==> src/rtl/cg_countdown_pkg.sv <==
// Shared types for the clock-gate countdown array: channel FSM states and
// the channel mode encoding sampled on load.
package cg_countdown_pkg;

    typedef enum logic [1:0] {
        CG_IDLE,
        CG_LOADED,
        CG_COUNT,
        CG_EXPIRE
    } cg_state_t;

    localparam logic CG_ONESHOT  = 1'b0;
    localparam logic CG_PERIODIC = 1'b1;

endpackage

==> src/rtl/cg_countdown_ch.sv <==
// One countdown channel: holds its gate enable low for max(D,1) non-stalled
// cycles after a load, then expires (one-shot -> IDLE, periodic -> EXPIRE for
// one cycle and reload). Optional macro CG_PERF_CNT_EN adds a saturating
// count of non-stalled gated cycles.
module cg_countdown_ch
    import cg_countdown_pkg::*;
#(
    parameter int CNT_W = 5
) (
    input  logic             clk,
    input  logic             rst_n,
    input  logic             stall,
    input  logic             load,
    input  logic             stop,
    input  logic             mode_in,
    input  logic [CNT_W-1:0] data,
    output logic             gate,
    output logic             done,
    output logic             busy
`ifdef CG_PERF_CNT_EN
    ,
    output logic [31:0]      gated_cycles
`endif
);

    cg_state_t        state, state_nxt;
    logic [CNT_W-1:0] cnt, cnt_nxt;
    logic [CNT_W-1:0] reload, reload_nxt;
    logic             mode, mode_nxt;
    logic             done_r, done_nxt;

    // Channel state register; everything freezes while stalled via the
    // next-state logic, which returns the current values under stall.
    always_ff @(posedge clk or negedge rst_n) begin
        if (!rst_n) begin
            state  <= CG_IDLE;
            cnt    <= '0;
            reload <= '0;
            mode   <= CG_ONESHOT;
            done_r <= 1'b0;
        end else begin
            state  <= state_nxt;
            cnt    <= cnt_nxt;
            reload <= reload_nxt;
            mode   <= mode_nxt;
            done_r <= done_nxt;
        end
    end

    // Next state: stop beats load beats counting. LOADED and COUNT share the
    // expiry test; cnt<=1 also covers a load of 0, so cnt never wraps.
    always_comb begin
        state_nxt  = state;
        cnt_nxt    = cnt;
        reload_nxt = reload;
        mode_nxt   = mode;
        done_nxt   = done_r;
        if (!stall) begin
            done_nxt = 1'b0;
            if (stop) begin
                state_nxt = CG_IDLE;
                cnt_nxt   = '0;
            end else if (load) begin
                state_nxt  = CG_LOADED;
                cnt_nxt    = data;
                reload_nxt = data;
                mode_nxt   = mode_in;
            end else begin
                case (state)
                    CG_LOADED, CG_COUNT: begin
                        if (cnt <= CNT_W'(1)) begin
                            state_nxt = (mode == CG_PERIODIC) ? CG_EXPIRE : CG_IDLE;
                            cnt_nxt   = '0;
                            done_nxt  = 1'b1;
                        end else begin
                            state_nxt = CG_COUNT;
                            cnt_nxt   = cnt - CNT_W'(1);
                        end
                    end
                    CG_EXPIRE: begin
                        state_nxt = CG_LOADED;
                        cnt_nxt   = reload;
                    end
                    default: ;
                endcase
            end
        end
    end

    assign gate = (state == CG_IDLE) || (state == CG_EXPIRE);
    // The expiry flag survives a stall but is hidden while the stall lasts.
    assign done = done_r & ~stall;
    assign busy = (state != CG_IDLE);

`ifdef CG_PERF_CNT_EN
    // Gated-cycle counter: cleared by an accepted one-shot load, otherwise
    // counts every non-stalled cycle spent with the gate low, saturating.
    always_ff @(posedge clk or negedge rst_n) begin
        if (!rst_n) begin
            gated_cycles <= '0;
        end else if (!stall) begin
            if (!stop && load && (mode_in == CG_ONESHOT)) begin
                gated_cycles <= '0;
            end else if (!gate && (gated_cycles != 32'hFFFF_FFFF)) begin
                gated_cycles <= gated_cycles + 32'd1;
            end
        end
    end
`endif

endmodule

==> src/rtl/cg_countdown_array.sv <==
// NUM_CH independent countdown channels driving PE clock-gate enables.
// Optional macro CG_PERF_CNT_EN exposes per-channel gated-cycle counters
// on Gated_Cycles_O.
module cg_countdown_array
    import cg_countdown_pkg::*;
#(
    parameter int NUM_CH = 4,
    parameter int CNT_W  = 5
) (
    input  logic                    Clk,
    input  logic                    Reset,
    input  logic                    Global_Stall_I,
    input  logic [NUM_CH-1:0]       Load_En_I,
    input  logic [NUM_CH-1:0]       Stop_I,
    input  logic [NUM_CH-1:0]       Mode_I,
    input  logic [NUM_CH*CNT_W-1:0] Data_In,
    output logic [NUM_CH-1:0]       Clock_Gate_En_O,
    output logic [NUM_CH-1:0]       Done_O,
    output logic                    Busy_O
`ifdef CG_PERF_CNT_EN
    ,
    output logic [NUM_CH*32-1:0]    Gated_Cycles_O
`endif
);

    logic [NUM_CH-1:0] busy_vec;

    for (genvar c = 0; c < NUM_CH; c++) begin : g_ch
        cg_countdown_ch #(
            .CNT_W (CNT_W)
        ) u_ch (
            .clk          (Clk),
            .rst_n        (Reset),
            .stall        (Global_Stall_I),
            .load         (Load_En_I[c]),
            .stop         (Stop_I[c]),
            .mode_in      (Mode_I[c]),
            .data         (Data_In[c*CNT_W +: CNT_W]),
            .gate         (Clock_Gate_En_O[c]),
            .done         (Done_O[c]),
            .busy         (busy_vec[c])
`ifdef CG_PERF_CNT_EN
            ,
            .gated_cycles (Gated_Cycles_O[c*32 +: 32])
`endif
        );
    end

    assign Busy_O = |busy_vec;

endmodule

==> config.mk <==
export PLATFORM = sky130hd
export DESIGN_NAME = cg_countdown_array
export DESIGN_NICKNAME = d
export VERILOG_FILES = /design/src/rtl/cg_countdown_pkg.sv /design/src/rtl/cg_countdown_ch.sv /design/src/rtl/cg_countdown_array.sv
export SDC_FILE = /design/constraint.sdc
export NUM_CORES = 1
export LEC_CHECK = 0
export CORE_MARGIN = 5
export CORE_UTILIZATION = 52
export CTS_CLUSTER_DIAMETER = 80
export DETAILED_ROUTE_END_ITERATION = 8
export GPL_TIMING_DRIVEN = 1
export PLACE_DENSITY = 0.75
export SYNTH_ARGS = -nofsm -noshare
export SYNTH_HDL_FRONTEND = slang
export SYNTH_SLANG_ARGS = --single-unit
==> constraint.sdc <==
create_clock -name Clk -period 2.6 [get_ports Clk]
set_input_delay 0.39 -clock Clk [delete_from_list [all_inputs] [get_ports Clk]]
set_output_delay 0.39 -clock Clk [all_outputs]
set_load 0.05 [all_outputs]
==> out/metrics.yaml <==
hold_viol_final: 0
tightest_slew_ns: 0.502
maxCapViolations: 0
relSlewSlack: 0.665
finalClockSkew_ns: 0.0122
dp_cells: 456
cts_hold_buffers: 0
hp-class: "primary input to asynchronous set/reset pin"
ys_top_cells_by_area: "dfrtp_1 40%, mux2_2 7.8%, a21oi_1 5.8%"
cp.arrival_ns: 1.97
drt_wl_total_um: 6950
dr.first_iter.drc_count: 104
drtPass1Iterations: 4
core_area_mm2: 0.00642
num-fill-cells: 545
dieHeight_um: 91.7
grt_pass1_wl_um: 12000
power_leakage_nw: 1.66
postCtsSetupRepairBufs: 0
avgSynthCellArea_um2: 9.67
yosysTopAreaCellShare: 0.404
rows: 29
gp_congestion: 0.830
grt-ovfl-total: 0
grt_pass1_vias: 2490
n_antenna_cell: 0
finalCritPeriodShare: 0.907
reg2reg_from: "g_ch[2].u_ch.state[1]"
critPathRequiredTime_ns: 2.21
drive_above_1_share: 0.127
ff2ff_path_depth: 5
syn-num-nets: 410
p_sw_frac: 0.341
route.vias.total: 2648
start_util: 0.540
layout_commonest_cell: "dfrtp_1"
syn2layout_area_growth_pct: 14.2
cp-startpoint: "g_ch[0].u_ch.state[0]"
timing.fmax_ghz: 0.424
htreeDepth: 2
clockRootBuffer: "clkbuf_8"
multi_input_area_mm2: 0.00181
peakVddDrop_mv: 0.486
fp.dieW_um: 91.7
rr_endpoint: "g_ch[2].u_ch.cnt[4]"
seq_power_share: 0.438
route.detailed.drc: 0
path_class: "register to output port"
fin_nets: 437
pwr-share-comb: 0.351
yosysTopAreaCell: "dfrtp_1"
synth_warnings: 0
io_buffers: 43
ant_nets: 0
ctsResizeCount: 0
detailed_place_hpwl_um: 5180
finalMaxSlewViolations: 0
p_per_area_mw_per_mm2: 655
tritoncts: "built"
clock_sinks: 56
syn_area_mm2: 0.00347
fin_setup_tns_ns: 0
final-setup-viol-count: 0
endpoint_kind: "output port"
seq_area_frac_synth: 0.404
p_int_mw: 1.71
viasPerCell: 5.73
grt_usage: 0.170
clk_path_buf_depth: 2
cts_made_buffers: 5
synthDistinctLibCells: 45
ys_ff_latch: 56
final_cells: 462
ff_latch_area_mm2: 0.00140
async_flop_share: 1.00
synth_edf_count: 0
p_switching_mw: 0.884
p_clk_frac: 0.211
grt_antenna_before_repair: 0
fin_crit_ns: 2.36
grt_max_degree: 57
status: "complete, no violations"
crit_path_start_kind: "register"
crit_fanout: 4
rsz0062_at_grt: "false"
path_clk_slew_ns: 0.10
clk_latency_ns: 0.30
crit_path_end: "Busy_O"
wire_per_inst_um: 15.0
die_area_mm2: 0.00841
synth_ff_type: "dfrtp_1"
regToRegSetupSlack_ns: 0.94
netlist_instances: 359
io_pins: 44
layout_common_cells: "56 x dfrtp_1, 41 x clkdlybuf4s50_1, 40 x a21oi_1, 25 x o21ai_0, 24 x mux2_2"
utilization: 0.617
==> area by class of cell <==
| cell class | count | share of cell area |
|---|---|---|
| Sequential cell | 56 | 0.354 |
| Clock buffer | 5 | 0.0174 |
| Tap cell | 77 | 0.0243 |
| Multi-Input combinational cell | 251 | 0.457 |
| Timing Repair Buffer | 47 | 0.117 |
| Inverter | 25 | 0.0237 |
| Clock inverter | 1 | 0.00758 |
==> synthesized netlist by cell type, types with 8 or more instances <==
cell,number
nand2_1,17
nor2b_1,8
buf_4,11
nor3_1,23
a22o_1,15
o21ai_0,25
inv_1,23
a21oi_1,40
dfrtp_1,56
mux2_2,24
ha_1,16
o31ai_1,9
nor2_1,11
==> sequential cells by signal, indices dropped and copies added (netlist names) <==
name and cells:
g_ch.u_ch.reload 20, g_ch.u_ch.cnt 20, g_ch.u_ch.state 8, g_ch.u_ch.mode 4
g_ch.u_ch.done_r 4
==> power by group through the flow <==
stage | clock network [mW] | logic [mW] | registers, mW
floorplan | 0 | 0.720 | 1.12
global placement | 0 | 0.896 | 1.15
detailed placement | 0 | 0.909 | 1.15
CTS | 0.568 | 0.916 | 1.14
global route | 0.594 | 1.01 | 1.16
finish | 0.548 | 0.911 | 1.14
==> logic make-up (layout without fill, tap and decap cells) <==
logic type                 after synthesis  in the layout  synth area share
muxes                                   28             28            0.0894
AOI/OAI and AO/OA                      109            109             0.206
adders and majority gates               16             16            0.0577
buffers and inverters                   52             78            0.0750
xor gates and xnor gates                 4              4            0.0101
and+or+nand+nor                         94             94             0.158
DFF                                     56             56             0.404
==> worst min path at each step <==
stage,startpoint,to,depth (start not counted)
2_1_floorplan,Reset,g_ch[0].u_ch.cnt[0],0
3_3_place_gp,Reset,g_ch[1].u_ch.reload[1],2
3_5_place_dp,Reset,g_ch[1].u_ch.reload[2],2
4_1_cts,Reset,g_ch[2].u_ch.cnt[0],2
5_1_grt,Reset,g_ch[1].u_ch.mode,2
6_report,Reset,g_ch[1].u_ch.reload[2],2
==> per-layer routing <==
metal,wire (um),global-route usage,vias up
li1,-,-,1336
met1,3390,0.239,1245
met2,3230,0.273,59
met3,254,0.0295,8
met4,70,0.0458,0
met5,0,0,-
==> worst max-delay path: stages, from the launching register on <==
cell             delay, ns
dfrtp_1               0.39
inv_1                 0.05
ha_1                  0.26
nand4_1               0.15
clkdlybuf4s50_1       0.82
==> through the flow <==
step | setup WS [ns] | hold WS (ns) | power (mW) | cell area (um^2)
finish | 0.241 | 0.0707 | 2.60 | 3960
detailed placement | 0.477 | 0.415 | 2.06 | 3860
CTS | 0.223 | 0.0767 | 2.62 | 3960
floorplan | 1.03 | 0.0944 | 1.84 | 3470
global placement | 0.507 | 0.412 | 2.04 | 3860
global route | 0.119 | 0.102 | 2.77 | 3960
Power figures use the tool's default switching activity.
